--- src/rtl/ball_sched_pkg.sv ---
// Shared types and constants for the ball update scheduler.
// Ball state words are packed {p_x, p_y, v_x, v_y}, with p_x in the MSBs.
package ball_sched_pkg;

    localparam int WIDTH          = 32;
    localparam int FRAC_WIDTH     = 30;
    localparam int DEF_NUM_BALLS  = 16;
    localparam int DEF_IDX_W      = 4;
    localparam int DEF_TIMEOUT    = 64;

    localparam int STATE_W = 3;

    localparam int PX_OFS = 3 * WIDTH;
    localparam int PY_OFS = 2 * WIDTH;
    localparam int VX_OFS = WIDTH;
    localparam int VY_OFS = 0;

    typedef enum logic [STATE_W-1:0] {
        IDLE,
        SCAN,
        LOAD,
        KICK,
        WAIT,
        WRITE,
        DONE
    } state_t;

endpackage

--- src/rtl/ball_update_scheduler_timer.sv ---
// Per-ball WAIT counter.
// Qualifies datapath done (never in the first WAIT cycle) and flags the timeout.
module sched_wait_timer #(
    parameter int TIMEOUT = 64,
    parameter int CNT_W   = 7
) (
    input  logic clk,
    input  logic rst,
    input  logic clear,
    input  logic enable,
    input  logic done_in,
    output logic done_ok,
    output logic expired
);

    localparam logic [CNT_W-1:0] LAST_CNT = CNT_W'(TIMEOUT - 1);

    logic [CNT_W-1:0] cnt_reg;

    always_ff @(posedge clk) begin
        if (rst || clear) begin
            cnt_reg <= '0;
        end else if (enable && cnt_reg != LAST_CNT) begin
            cnt_reg <= cnt_reg + 1'b1;
        end
    end

    // Count 0 is the first WAIT cycle, where a done left over from the previous ball may still be high.
    assign done_ok = enable && done_in && (cnt_reg != '0);
    assign expired = enable && !done_ok && (cnt_reg == LAST_CNT);

endmodule

--- src/rtl/ball_update_scheduler.sv ---
// Frame sequencer that time-shares one physics datapath across all balls.
// Each frame reads, updates and writes back every active ball in ascending index order.
module ball_update_scheduler
    import ball_sched_pkg::*;
#(
    parameter int NUM_BALLS = DEF_NUM_BALLS,
    parameter int IDX_W     = DEF_IDX_W,
    parameter int TIMEOUT   = DEF_TIMEOUT
) (
    input  logic                   clk,
    input  logic                   rst,
    input  logic                   start,
    input  logic [WIDTH-1:0]       delta_t,
    input  logic [WIDTH-1:0]       friction_coeff,
    input  logic [NUM_BALLS-1:0]   ball_active,
    output logic                   busy,
    output logic                   frame_done,
    output logic                   all_stopped,
    output logic                   timeout_err,
    output logic                   rd_en,
    output logic [IDX_W-1:0]       rd_addr,
    input  logic [4*WIDTH-1:0]     rd_data,
    output logic                   wr_en,
    output logic [IDX_W-1:0]       wr_addr,
    output logic [4*WIDTH-1:0]     wr_data,
    output logic                   dp_rst,
    output logic [WIDTH-1:0]       dp_p_x,
    output logic [WIDTH-1:0]       dp_p_y,
    output logic [WIDTH-1:0]       dp_v_x,
    output logic [WIDTH-1:0]       dp_v_y,
    output logic [WIDTH-1:0]       dp_delta_t,
    output logic [WIDTH-1:0]       dp_friction,
    input  logic                   dp_done,
    input  logic [WIDTH-1:0]       dp_p_x_next,
    input  logic [WIDTH-1:0]       dp_p_y_next,
    input  logic [WIDTH-1:0]       dp_v_x_next,
    input  logic [WIDTH-1:0]       dp_v_y_next
);

    localparam logic [IDX_W:0] LAST_IDX = (IDX_W + 1)'(NUM_BALLS);
    localparam int CNT_W = $clog2(TIMEOUT) + 1;

    state_t               state_reg, state_next;
    logic [IDX_W:0]       idx_reg;
    logic [NUM_BALLS-1:0] active_reg;
    logic [(2**IDX_W)-1:0] active_pad;
    logic                 moving_reg;
    logic                 timeout_reg;
    logic [WIDTH-1:0]     dt_reg, fric_reg;
    logic [WIDTH-1:0]     px_reg, py_reg, vx_reg, vy_reg;
    logic [4*WIDTH-1:0]   result_reg;
    logic                 wait_done, wait_expired;

    // Pad the active mask to the full index range so idx lookups never go out of bounds.
    generate
        for (genvar gi = 0; gi < 2**IDX_W; gi++) begin : g_active_pad
            if (gi < NUM_BALLS) begin : g_ball
                assign active_pad[gi] = active_reg[gi];
            end else begin : g_pad
                assign active_pad[gi] = 1'b0;
            end
        end
    endgenerate

    sched_wait_timer #(
        .TIMEOUT (TIMEOUT),
        .CNT_W   (CNT_W)
    ) u_wait_timer (
        .clk     (clk),
        .rst     (rst),
        .clear   (state_reg == KICK),
        .enable  (state_reg == WAIT),
        .done_in (dp_done),
        .done_ok (wait_done),
        .expired (wait_expired)
    );

    always_comb begin
        state_next  = state_reg;
        busy        = 1'b1;
        rd_en       = 1'b0;
        wr_en       = 1'b0;
        dp_rst      = 1'b0;
        frame_done  = 1'b0;
        all_stopped = 1'b0;
        case (state_reg)
            IDLE: begin
                busy = 1'b0;
                if (start) state_next = SCAN;
            end
            SCAN: begin
                if (idx_reg == LAST_IDX) begin
                    state_next = DONE;
                end else if (active_pad[idx_reg[IDX_W-1:0]]) begin
                    rd_en      = 1'b1;
                    state_next = LOAD;
                end
            end
            LOAD: state_next = KICK;
            KICK: begin
                dp_rst     = 1'b1;
                state_next = WAIT;
            end
            WAIT: begin
                if (wait_done) state_next = WRITE;
                else if (wait_expired) state_next = SCAN;
            end
            WRITE: begin
                wr_en      = 1'b1;
                state_next = SCAN;
            end
            DONE: begin
                frame_done  = 1'b1;
                all_stopped = ~moving_reg;
                state_next  = IDLE;
            end
            default: state_next = IDLE;
        endcase
    end

    always_ff @(posedge clk) begin
        if (rst) begin
            state_reg   <= IDLE;
            idx_reg     <= '0;
            active_reg  <= '0;
            moving_reg  <= 1'b0;
            timeout_reg <= 1'b0;
            dt_reg      <= '0;
            fric_reg    <= '0;
            px_reg      <= '0;
            py_reg      <= '0;
            vx_reg      <= '0;
            vy_reg      <= '0;
            result_reg  <= '0;
        end else begin
            state_reg <= state_next;
            case (state_reg)
                IDLE: begin
                    if (start) begin
                        dt_reg      <= delta_t;
                        fric_reg    <= friction_coeff;
                        active_reg  <= ball_active;
                        idx_reg     <= '0;
                        moving_reg  <= 1'b0;
                        timeout_reg <= 1'b0;
                    end
                end
                SCAN: begin
                    if (idx_reg != LAST_IDX && !active_pad[idx_reg[IDX_W-1:0]])
                        idx_reg <= idx_reg + 1'b1;
                end
                LOAD: begin
                    px_reg <= rd_data[PX_OFS +: WIDTH];
                    py_reg <= rd_data[PY_OFS +: WIDTH];
                    vx_reg <= rd_data[VX_OFS +: WIDTH];
                    vy_reg <= rd_data[VY_OFS +: WIDTH];
                end
                WAIT: begin
                    if (wait_done) begin
                        result_reg <= {dp_p_x_next, dp_p_y_next, dp_v_x_next, dp_v_y_next};
                    end else if (wait_expired) begin
                        // Abandon the ball: its RAM entry stays as it was.
                        timeout_reg <= 1'b1;
                        idx_reg     <= idx_reg + 1'b1;
                    end
                end
                WRITE: begin
                    moving_reg <= moving_reg
                                | (result_reg[VX_OFS +: WIDTH] != '0)
                                | (result_reg[VY_OFS +: WIDTH] != '0);
                    idx_reg    <= idx_reg + 1'b1;
                end
                default: ;
            endcase
        end
    end

    assign timeout_err = timeout_reg;
    assign rd_addr     = idx_reg[IDX_W-1:0];
    assign wr_addr     = idx_reg[IDX_W-1:0];
    assign wr_data     = result_reg;
    assign dp_p_x      = px_reg;
    assign dp_p_y      = py_reg;
    assign dp_v_x      = vx_reg;
    assign dp_v_y      = vy_reg;
    assign dp_delta_t  = dt_reg;
    assign dp_friction = fric_reg;

endmodule
--- config.mk ---
export PLATFORM = sky130hd
export DESIGN_NAME = ball_update_scheduler
export DESIGN_NICKNAME = d
export VERILOG_FILES = /design/src/rtl/ball_sched_pkg.sv /design/src/rtl/ball_update_scheduler_timer.sv /design/src/rtl/ball_update_scheduler.sv
export SDC_FILE = /design/constraint.sdc
export NUM_CORES = 1
export LEC_CHECK = 0
export CELL_PAD_IN_SITES_DETAIL_PLACEMENT = 1
export CELL_PAD_IN_SITES_GLOBAL_PLACEMENT = 1
export CORE_AREA = 2 2 261 263
export CTS_CLUSTER_SIZE = 20
export DETAILED_ROUTE_END_ITERATION = 16
export DIE_AREA = 0 0 263 265
export PLACE_DENSITY = 0.59
export SYNTH_ARGS = -nofsm -noshare
export SYNTH_HDL_FRONTEND = slang
export SYNTH_SLANG_ARGS = --single-unit
--- constraint.sdc ---
create_clock -name clk -period 5 [get_ports clk]
set_input_delay 1 -clock clk [delete_from_list [all_inputs] [get_ports clk]]
set_output_delay 1 -clock clk [all_outputs]
set_load 0.01 [all_outputs]
==> summary.txt, run 1 <==
Status
  – Status: finished, final reports clean

STA
  – Max frequency: approximately 250 MHz
  – Finish-stage setup viols: 0
  – Slew headroom: 27.8%
  – RSZ-0062 raised after global routing: false
  – Fin crit period: just under 4 ns
  – Worst slew pin tran: about 1.1 ns
  – Clock skew: approximately 0.01 ns
  – Post-route clock period utilization: between 70% and 80%
  – Minimum hold slack: approximately 0.45 ns
  – Final-report hold violation count: 0
  – Final worst slack: between 1 and 1.5 ns
  – Slew Viols, Final: 0
  – TNS Setup: 0 ns

Pwr
  – Maximum vdd drop: ~0.21 mV
  – PwrDens: ~310 nW/µm²
  – Leakage power total: 7.24 nW

Floorplanning
  – Core box area: ~67000 µm²
  – Die span in y: 265 µm
  – Die X-Extent: 263 µm
  – Row count: 95
  – Die ar.: about 70000 µm²
  – Initial core utilization: a little under a fifth
  – I/O Pins: ~680

Worst setup path
  – FF-to-FF setup slack: about 1.8 ns
  – Worst setup path start: idx_reg[0]
  – CP arrival: about 3.0 ns
  – Critical Path Fanout Max: 18
  – Critical path required time: about 4.0 ns
  – Slowest stage delay, CP: about 0.73 ns
  – Startpoint Class: flip-flop
  – CP Cell Sequence: mux2_2, o41ai_1, nor4_1, clkdlybuf4s50_1
  – CP max-delay cell: dfxtp_1
  – R2R cell count: 8
  – R2r startpoint: u_wait_timer.cnt_reg[0]
  – Setup crit end kind: primary output
  – R2r endpoint: wr_data[123]
  – Crit Path Category: reg2out

GRT
  – Gr usage total: between 15 and 20%
  – Vias in the first global route: approximately 14k
  – First-pass GRT wire length: ~86000 µm
  – Largest net degree at the start of global routing: roughly 130
  – Grt ovf: 0
  – Initial antenna violation count: 8

Yosys
  – Compound-gate portion of the synthesized area: between 15 and 20%
  – Syn_nets: about 2.0k
  – Synth warn: 0
  – Multiplexer share of the synthesized area: less than 1%
  – XOR/XNOR Fraction of Synth Area: less than 1%
  – Synthesized area per cell: slightly below 8 µm²
  – Synth unique cells: between 40 and 50
  – Adder-Cell Fraction of Synth Area: less than 1%
  – Post-synth EDFFs: 0
  – Primary FF master, synth: dfxtp_1
  – Post-synthesis cell area: 12700 µm²
  – Asr flop ratio synth: 0%
  – #FFs+latches synth: 353
  – Largest family of logic cells by synthesized area: simple AND/OR/NAND/NOR gates
  – Post-synthesis sequential area ratio: 55.6%
  – Post-Synth Simple-Gate Area: 23.4%
  – Mapped Cells: about 1.6k

CTS
  – Post-cts sizing count: 0
  – Worst skew pair latency: ~0.57 ns
  – CTS Sinks: 353
  – CTS Hold Bufs: 0
  – Clk buf depth: 3
  – Clk root buf: clkbuf_16
  – TritonCTS clock tree: yes
  – # Post-CTS Setup Buffers: 0
  – H-tree levels: 2
  – CTS clk-pin slew, worst paths: about 0.05 ns
  – CTS buffer count: 46

Place
  – Post-DP HPWL: 41600 µm
  – Post-placement cell count: 3064
  – # port buffers: just under 700
  – Worst slack, placed: approximately 1.5 ns
  – Final GP Congestion: between 0.8 and 0.9
  – Placed cell area: around 20000 µm²

Hold path
  – Hold Path Class: reg2reg
  – Hold EP: dp_v_x[22]
  – Hold Startpoint: dp_v_x[22]
  – Hold depth: 2

Detailed routing
  – Drt drc: 0
  – Metal2 WL: slightly below 30000 µm
  – Post-DRT Antenna Nets: 0
  – Via count: 13.4k
  – Drt pass-1 iters: 4
  – Vias per cell: roughly 4.3
  – Post-Route WL: roughly 57000 µm
  – WL/cell: about 18 µm
  – First-iteration detailed-routing DRC count: 474
  – Metal3 WL: roughly 4000 µm
  – DR top layer: met5
  – Metal-1 WL: 22500 µm

Cells and area
  – Cell area after layout: roughly 22000 µm²
  – Fillers: 7840
  – Layout overhead on the synthesized area: 70.2%
  – Layout cell share with drive strength beyond 1: ~3.9%
  – Fin nets: 2583
  – Number of flip-flops in the largest register: around 130
  – Post-Layout Cell Count: roughly 3.1k

Run
  – Max-Cap Viols: 0
[Yosys cell counts, drive strengths merged, types with 4 or more instances]
library cell	instances	share of area (%)
clkbuf	115	3.4
o2111ai	4	0.28
nand3	8	0.31
a21oi	345	14
inv	11	0.32
nand2	678	20
nor2	17	0.50
buf	10	0.53
a2111oi	5	0.49
ha	4	0.39
o21ai	7	0.30
nor4	18	0.89
dfxtp	353	56
nor3	9	0.35
nor2b	4	0.20
nand4	4	0.20
[how the worst max path moves through the flow]
stage	cells after the start	end	slack [ns]
after global placement	6	wr_data[102]	1.56
after CTS	4	rd_en	0.98
after floorplan	4	rd_en	2.20
after detailed placement	6	wr_data[123]	1.52
after global routing	4	rd_en	0.79
final	4	rd_en	1.03
[per-layer routing]
metal | vias up | GRT usage (%)
met4 | 6 | 4.93
met3 | 95 | 4.86
li1 | 6527 | -
met2 | 387 | 28.5
met5 | - | 0
met1 | 6368 | 17.6
[layout by cell type, fill, tap and decap left out, types with 4 or more instances in the layout]
| master | netlist | final |
|---|---|---|
| a2111oi_0 | 4 | 4 |
| a21oi_1 | 345 | 345 |
| buf_4 | 8 | 9 |
| clkbuf_1 | 115 | 13 |
| clkbuf_16 | 0 | 47 |
| clkbuf_8 | 0 | 8 |
| clkdlybuf4s50_1 | 0 | 673 |
| dfxtp_1 | 353 | 353 |
| diode_2 | 0 | 5 |
| ha_1 | 4 | 4 |
| inv_1 | 11 | 11 |
| nand2_1 | 678 | 676 |
| nand3_1 | 8 | 8 |
| nand4_1 | 4 | 4 |
| nor2_1 | 17 | 16 |
| nor2b_1 | 4 | 4 |
| nor3_1 | 9 | 9 |
| nor4_1 | 18 | 18 |
| o2111ai_1 | 4 | 4 |
| o21ai_0 | 6 | 6 |
[worst max-delay path, delay by kind of cell (launching register included)]
family	cells	cell delay (ns)
AOI/OAI and AO/OA	1	0.60
buffers and inverters	1	0.53
DFF	1	0.73
muxes	1	0.41
and+or+nand+nor	1	0.14
[final cells by class]
| cell class | count | area (µm²) | area share [%] |
|---|---|---|---|
| Clock inverter | 8 | 100 | 0.462 |
| Sequential cell | 353 | 7070 | 32.7 |
| Antenna cell | 5 | 12.5 | 0.0578 |
| Tap cell | 873 | 1090 | 5.05 |
| Timing Repair Buffer | 685 | 6860 | 31.7 |
| Inverter | 11 | 41.3 | 0.191 |
| Multi-Input combinational cell | 1142 | 5140 | 23.7 |
| Clock buffer | 68 | 1340 | 6.17 |
[stage by stage]
step,util [%],power [mW]
2_1_floorplan,-,3.17
3_3_place_gp,30.2,3.60
3_5_place_dp,30.2,3.61
4_1_cts,32.4,6.92
5_1_grt,32.4,7.07
6_report,32.4,6.78
[logic make-up after synthesis]
logic type / after synthesis
simple gates: 755
compound gates: 374
flops: 353
buf+inv: 136
xor+xnor: 5
mux: 4
fa+ha+maj: 4
[power by group]
| group | leakage (nW) | switching [mW] | internal (mW) |
|---|---|---|---|
| logic | 3.68 | 0.261 | 0.374 |
| registers | 2.86 | 0.0375 | 2.87 |
| clock network | 0.701 | 1.30 | 1.93 |
| total | 7.24 | 1.60 | 5.18 |
Note: power is estimated with default switching activity, not from simulation.
==> run 2: changes to the inputs <==
--- a/config.mk
+++ b/config.mk
@@ -7,11 +7,11 @@
 export LEC_CHECK = 0
 export CELL_PAD_IN_SITES_DETAIL_PLACEMENT = 1
 export CELL_PAD_IN_SITES_GLOBAL_PLACEMENT = 1
-export CORE_AREA = 2 2 261 263
+export CORE_AREA = 2 2 263 265
 export CTS_CLUSTER_SIZE = 20
 export DETAILED_ROUTE_END_ITERATION = 16
-export DIE_AREA = 0 0 263 265
-export PLACE_DENSITY = 0.59
+export DIE_AREA = 0 0 265 267
+export PLACE_DENSITY = 0.58
 export SYNTH_ARGS = -nofsm -noshare
 export SYNTH_HDL_FRONTEND = slang
 export SYNTH_SLANG_ARGS = --single-unit
==> constraint.sdc (replaced) <==
create_clock -name clk -period 4.2 [get_ports clk]
set_input_delay 0.84 -clock clk [delete_from_list [all_inputs] [get_ports clk]]
set_output_delay 0.84 -clock clk [all_outputs]
set_load 0.01 [all_outputs]
==> run 2 against run 1 <==
Against the previous run: combinational power rose by 20%; highest routed layer is now met4; first-iteration DRC count increased by 2.5%; sequential power up 19%; clock skew decreased by 0.00087 ns; cell area up 0.40%; non-clock buffer count is 7 higher; critical path type unchanged; sequential cell count unchanged; wire length shrank 0.72%; largest cell class unchanged.
==> summary.txt, run 2 (same netlist as run 1, synthesis figures left out) <==
Status
  – Status: finished, final reports clean (unchanged)

Worst setup path
  – Critical Path Fanout Max: 18 (unchanged)
  – R2r startpoint: u_wait_timer.cnt_reg[0] (unchanged)
  – Setup crit end kind: primary output (unchanged)
  – Startpoint Class: flip-flop (unchanged)
  – Worst setup path start: idx_reg[0] (unchanged)
  – Critical path required time: 3.36 ns (was 4.00 ns)
  – CP arrival: 3.03 ns (was 2.97 ns)
  – Crit Path Category: reg2out (unchanged)
  – R2R cell count: 8 (unchanged)

Detailed routing
  – Via count: 13.4k (about the same)
  – Drt pass-1 iters: 4 (unchanged)
  – Post-Route WL: 56800 µm (was 57200 µm)
  – Drt drc: 0 (unchanged)
  – First-iteration detailed-routing DRC count: 486 (was 474)
  – WL/cell: 17.9 µm (was 18.2 µm)
  – Post-DRT Antenna Nets: 0 (unchanged)
  – Vias per cell: 4.24 (was 4.26)

Cells and area
  – Number of flip-flops in the largest register: 128 (unchanged)
  – Layout cell share with drive strength beyond 1: 4.40% (was 3.93%)
  – Fillers: 7933 (was 7840)
  – Layout overhead on the synthesized area: 70.8% (was 70.2%)
  – Commonest non-fill, non-tap cell in the layout: nand2_1 (unchanged)
  – Fin nets: 2587 (was 2583)
  – Most frequent cells in the layout: 676 x nand2_1, 673 x clkdlybuf4s50_1, 353 x dfxtp_1, 345 x a21oi_1, 45 x clkbuf_16 (was 676 x nand2_1, 673 x clkdlybuf4s50_1, 353 x dfxtp_1, 345 x a21oi_1, 47 x clkbuf_16)

GRT
  – Gr usage total: 15.3% (was 15.8%)
  – Largest net degree at the start of global routing: 96 (was 132)
  – Grt ovf: 0 (unchanged)
  – Vias in the first global route: 14.1k (about the same)
  – Global routing usage on met1: 17.0% (was 17.6%)
  – M3 GR Usage: 4.80% (was 4.86%)
  – Initial antenna violation count: 6 (was 8)
  – Busiest grt layer: met2 (unchanged)
  – First-pass GRT wire length: 84500 µm (was 86400 µm)
  – Met2 Use GR: 27.3% (was 28.5%)

CTS
  – CTS Hold Bufs: 0 (unchanged)
  – Worst skew pair latency: 0.55 ns (was 0.57 ns)
  – CTS Sinks: 353 (unchanged)
  – Clk buf depth: 3 (unchanged)
  – TritonCTS clock tree: yes (unchanged)
  – Clk root buf: clkbuf_16 (unchanged)
  – CTS clk-pin slew, worst paths: 0.06 ns (was 0.05 ns)
  – H-tree levels: 2 (unchanged)
  – # Post-CTS Setup Buffers: 0 (unchanged)
  – Post-cts sizing count: 0 (unchanged)
  – CTS buffer count: 43 (was 46)

Floorplanning
  – Die span in y: 267 µm (was 265 µm)
  – Core box area: 68000 µm² (was 66800 µm²)
  – Row count: 96 (was 95)
  – Die ar.: 70800 µm² (was 69700 µm²)
  – Initial core utilization: 18.7% (was 19.0%)
  – I/O Pins: 675 (unchanged)
  – Die X-Extent: 265 µm (was 263 µm)

Hold path
  – Hold depth: 2 (unchanged)
  – Hold Path Class: reg2reg (unchanged)
  – Hold Startpoint: dp_v_y[10] (was dp_v_x[22])

Pwr
  – Maximum vdd drop: 0.284 mV (was 0.208 mV)
  – Leakage power total: 7.30 nW (was 7.24 nW)
  – PwrDens: 369 nW/µm² (was 313 nW/µm²)

STA
  – TNS Setup: 0 ns (unchanged)
  – Max frequency: approximately 260 MHz
  – Clock skew: 0.00925 ns (was 0.0101 ns)
  – Post-route clock period utilization: about 90%
  – Slew headroom: 41.0% (was 27.8%)
  – Minimum hold slack: 0.453 ns (was 0.452 ns)
  – RSZ-0062 raised after global routing: false (unchanged)
  – Final worst slack: 0.327 ns (was 1.03 ns)
  – Fin crit period: 3.87 ns
  – Slew Viols, Final: 0 (unchanged)
  – Final-report hold violation count: 0 (unchanged)
  – Worst slew pin tran: 0.884 ns (was 1.08 ns)
  – Finish-stage setup viols: 0 (unchanged)

Place
  – # port buffers: 674 (unchanged)
  – Final GP Congestion: 0.803 (about the same)
  – Post-DP HPWL: 41800 µm (was 41600 µm)
  – Worst slack, placed: 0.910 ns (was 1.52 ns)

Run
  – Max-Cap Viols: 0 (unchanged)
[run 2: cell type report]
class | instances | area [µm²] | share of cell area [%]
inverter | 11 | 41.3 | 0.190
timing repair buffer | 692 | 6920 | 31.9
sequential | 353 | 7070 | 32.5
clock inverter | 9 | 95.1 | 0.438
multi-input combinational | 1142 | 5140 | 23.6
tap | 882 | 1100 | 5.08
clock buffer | 68 | 1340 | 6.18
antenna | 8 | 20.0 | 0.0921
[run 2: where the power goes]
| part | total, mW | leakage [nW] | internal, mW | switching (mW) |
|---|---|---|---|---|
| registers | 3.46 | 2.86 | 3.42 | 0.0420 |
| clock network | 3.80 | 0.716 | 2.30 | 1.49 |
| logic | 0.762 | 3.73 | 0.449 | 0.313 |
[run 2: path summary, 6_finish.rpt]
check | to | slack (ns)
max | rd_en | 0.33
min reg2reg | dp_v_y[10] | 0.45
max reg2reg | idx_reg[0] | 1.41
min | dp_v_y[10] | 0.45
[run 2: stage by stage]
step                      instance area [µm²]  utilization [%]  power (mW)  cells
after floorplan                         12700                -        3.77   1631
after CTS                               21700             31.9        8.19   3157
after detailed placement                20300             29.8        4.30   3080
after global placement                  20300             29.8        4.29   3080
final                                   21700             32.0        8.02   3165
after global routing                    21700             32.0        8.35   3162
[run 2: critical path: stages, from the launching register on]
cell and delay, ns:
dfxtp_1 0.72, mux2_2 0.40, o41ai_1 0.65, nor4_1 0.16, clkdlybuf4s50_1 0.55
[run 2: routing by layer]
metal | up-vias | wire length, µm
li1 | 6555 | -
met3 | 92 | 3990
met5 | - | 0
met1 | 6406 | 22200
met2 | 366 | 28900
met4 | 0 | 1690
==> run 3: changes to the inputs <==
==> config.mk (replaced) <==
export PLATFORM = sky130hd
export DESIGN_NAME = ball_update_scheduler
export DESIGN_NICKNAME = d
export VERILOG_FILES = /design/src/rtl/ball_sched_pkg.sv /design/src/rtl/ball_update_scheduler_timer.sv /design/src/rtl/ball_update_scheduler.sv
export SDC_FILE = /design/constraint.sdc
export NUM_CORES = 1
export LEC_CHECK = 0
export ABC_AREA = 1
export CORE_AREA = 2 2 259 261
export CTS_CLUSTER_SIZE = 20
export DETAILED_ROUTE_END_ITERATION = 16
export DIE_AREA = 0 0 261 263
export PLACE_DENSITY = 0.45
export SETUP_SLACK_MARGIN = 0.1
export SYNTH_ARGS = -nofsm -noshare
export SYNTH_HDL_FRONTEND = slang
export SYNTH_SLANG_ARGS = --single-unit
==> run 3 against run 2 <==
Against the previous run: cell area is 0.33% higher; cell count grew 0.79%; total power grew 43%; non-clock buffer count fell by 4; critical path depth is 5 higher; first-iteration DRC count up 38%; critical path type unchanged; largest power group is now sequential cells.
==> summary.txt, run 3 <==
CTS
  – CTS Sinks: 353 (unchanged)
  – Post-cts sizing count: 0 (unchanged)
  – Clk buf depth: 3 (unchanged)
  – # Post-CTS Setup Buffers: 0 (unchanged)
  – CTS Hold Bufs: 0 (unchanged)
  – CTS buffer count: 45 (was 43)
  – CTS clk-pin slew, worst paths: 0.06 ns (about the same)
  – Clk root buf: clkbuf_16 (unchanged)
  – Worst skew pair latency: 0.56 ns (was 0.55 ns)
  – TritonCTS clock tree: yes (unchanged)
  – H-tree levels: 2 (unchanged)

Yosys
  – Multiplexer share of the synthesized area: 0% (was 0.423%)
  – Most frequent cells after synthesis: 528 x nor2_1, 353 x dfxtp_1, 243 x o21ai_0 (was 678 x nand2_1, 353 x dfxtp_1, 345 x a21oi_1)
  – #FFs+latches synth: 353 (unchanged)
  – Syn_nets: 2023 (was 1975)
  – Mapped Cells: 1679 (was 1631)
  – Post-synth EDFFs: 0 (unchanged)
  – Synthesized area per cell: 7.67 µm² (was 7.80 µm²)
  – Count leader, synth: nor2_1 (was nand2_1)
  – XOR/XNOR Fraction of Synth Area: 0.136% (was 0.344%)
  – Compound-gate portion of the synthesized area: 14.7% (was 15.6%)
  – Top post-synthesis cells by area: dfxtp_1 55%, nor2_1 15%, o21ai_0 9.4% (was dfxtp_1 56%, nand2_1 20%, a21oi_1 14%)
  – Post-Synth Simple-Gate Area: 23.7% (was 23.4%)
  – Synth warn: 0 (unchanged)
  – Synth unique cells: 33 (was 41)
  – Asr flop ratio synth: 0% (unchanged)
  – Largest family of logic cells by synthesized area: simple AND/OR/NAND/NOR gates (unchanged)
  – Area leader, netlist: dfxtp_1 (unchanged)
  – Post-synthesis cell area: 12900 µm² (was 12700 µm²)
  – Primary FF master, synth: dfxtp_1 (unchanged)
  – Adder-Cell Fraction of Synth Area: 0.389% (was 0.393%)
  – Post-synthesis sequential area ratio: 54.9% (was 55.6%)
  – Share of Yosys cell area claimed by the top area cell type: 54.9% (was 55.6%)

STA
  – Post-route clock period utilization: 91.3% (was 92.2%)
  – Worst slew pin tran: 0.786 ns (was 0.884 ns)
  – TNS Setup: 0 ns (unchanged)
  – Slew Viols, Final: 0 (unchanged)
  – Final-report hold violation count: 0 (unchanged)
  – Max frequency: 261 MHz (was 258 MHz)
  – Slew headroom: 47.6% (was 41.0%)
  – Fin crit period: 3.83 ns (was 3.87 ns)
  – Finish-stage setup viols: 0 (unchanged)
  – Minimum hold slack: 0.458 ns (was 0.453 ns)
  – RSZ-0062 raised after global routing: false (unchanged)
  – Clock skew: 0.0137 ns (was 0.00925 ns)

Detailed routing
  – Post-Route WL: 55400 µm (was 56800 µm)
  – Drt drc: 0 (unchanged)
  – WL/cell: 17.4 µm (was 17.9 µm)
  – Post-DRT Antenna Nets: 0 (unchanged)
  – Vias per cell: 4.19 (was 4.24)
  – First-iteration detailed-routing DRC count: 669 (was 486)
  – Drt pass-1 iters: 5 (was 4)
  – Via count: 13.4k (about the same)

Place
  – Placed cell area: 20300 µm² (about the same)
  – Post-placement cell count: 3109 (was 3080)
  – # port buffers: 674 (unchanged)
  – Post-DP HPWL: 40000 µm (was 41800 µm)
  – Final GP Congestion: 0.810 (was 0.803)

GRT
  – First-pass GRT wire length: 81800 µm (was 84500 µm)
  – Gr usage total: 15.4% (was 15.3%)
  – Initial antenna violation count: 3 (was 6)
  – Largest net degree at the start of global routing: 129 (was 96)
  – Grt ovf: 0 (unchanged)
  – Vias in the first global route: 13.4k (was 14.1k)

Floorplanning
  – Die span in y: 263 µm (was 267 µm)
  – I/O Pins: 675 (unchanged)
  – Initial core utilization: 19.6% (was 18.7%)
  – Core box area: 65600 µm² (was 68000 µm²)
  – Die X-Extent: 261 µm (was 265 µm)
  – Die ar.: 68600 µm² (was 70800 µm²)
  – Row count: 94 (was 96)

Worst setup path
  – Setup crit end kind: primary output (unchanged)
  – Crit Path Category: reg2out (unchanged)
  – Critical Path Fanout Max: 14 (was 18)
  – Startpoint Class: flip-flop (unchanged)
  – Worst setup path start: idx_reg[0] (unchanged)
  – Critical path required time: 3.36 ns (about the same)
  – R2r startpoint: state_reg[1] (was u_wait_timer.cnt_reg[0])
  – CP arrival: 2.99 ns (was 3.03 ns)

Cells and area
  – Final core occ: 33.2% (was 32.0%)
  – Fin nets: 2636 (was 2587)
  – Most frequent cells in the layout: 673 x clkdlybuf4s50_1, 528 x nor2_1, 353 x dfxtp_1, 243 x o21ai_0, 173 x nand2_1 (was 676 x nand2_1, 673 x clkdlybuf4s50_1, 353 x dfxtp_1, 345 x a21oi_1, 45 x clkbuf_16)
  – Layout cell share with drive strength beyond 1: 4.48% (was 4.40%)
  – Number of flip-flops in the largest register: 128 (unchanged)
  – Post-Layout Cell Count: 3190 (was 3165)
  – Layout overhead on the synthesized area: 69.3% (was 70.8%)
  – Cell area after layout: 21800 µm² (was 21700 µm²)
  – Commonest non-fill, non-tap cell in the layout: clkdlybuf4s50_1 (was nand2_1)

Hold path
  – Hold Path Class: reg2reg (unchanged)
  – Hold Startpoint: active_pad[3] (was dp_v_y[10])

Run
  – Max-Cap Viols: 0 (unchanged)

Pwr
  – Leakage power total: 8.30 nW (was 7.30 nW)
  – Maximum vdd drop: 0.342 mV (was 0.284 mV)
  – PwrDens: 526 nW/µm² (was 369 nW/µm²)

Status
  – Status: finished, final reports clean (unchanged)
[run 3: per-layer routing]
layer / up-vias / GRT usage [%] / wire (µm)
met2: 479 / 26.5 / 26500
met5: - / 0 / 13
met1: 6187 / 17.1 / 21700
met3: 85 / 6.02 / 5400
li1: 6627 / - / -
met4: 2 / 5.48 / 1760
[run 3: final cells by class]
type                       count  area [µm²]
tap                          864        1080
clock inverter                14         184
sequential                   353        7070
inverter                      51         204
antenna                        2        5.00
fill                        6834       43800
timing repair buffer         688        6910
multi-input combinational   1153        5040
clock buffer                  65        1310
[run 3: worst max-delay path, stage by stage (launching register included)]
cell	delay, ns
dfxtp_1	0.62
inv_1	0.29
nand2_1	0.13
nand3_1	0.09
nand3_1	0.11
nand2_1	0.05
inv_1	0.06
nand3_1	0.21
a31oi_1	0.25
clkdlybuf4s50_1	0.62
[run 3: cell families (layout without fill, tap and decap cells)]
| group | count (synthesis) | in the layout |
|---|---|---|
| simple gates | 773 | 773 |
| compound gates | 374 | 374 |
| flops | 353 | 353 |
| buf+inv | 173 | 818 |
| fa+ha+maj | 4 | 4 |
| xor+xnor | 2 | 2 |
| other cells | 0 | 2 |
[run 3: path summary, 6_finish.rpt]
check                  end  slack (ns)  cells past startpoint
min reg2reg  active_pad[3]        0.46                      2
min          active_pad[3]        0.46                      2
max                  rd_en        0.37                      9
max reg2reg   wr_data[122]        1.84                     10
[run 3: metrics by stage]
| stage | setup slack [ns] | power (mW) |
|---|---|---|
| after detailed placement | 0.966 | 7.63 |
| final | 0.367 | 11.5 |
| after CTS | 0.336 | 11.7 |
| after global routing | 0.133 | 12.2 |
| after floorplan | 2.03 | 5.80 |
| after global placement | 1.07 | 7.62 |
[run 3: report_power, final]
group          switching [mW]  internal [mW]
clock network            1.53           2.41
logic                    1.73           1.58
registers               0.307           3.91
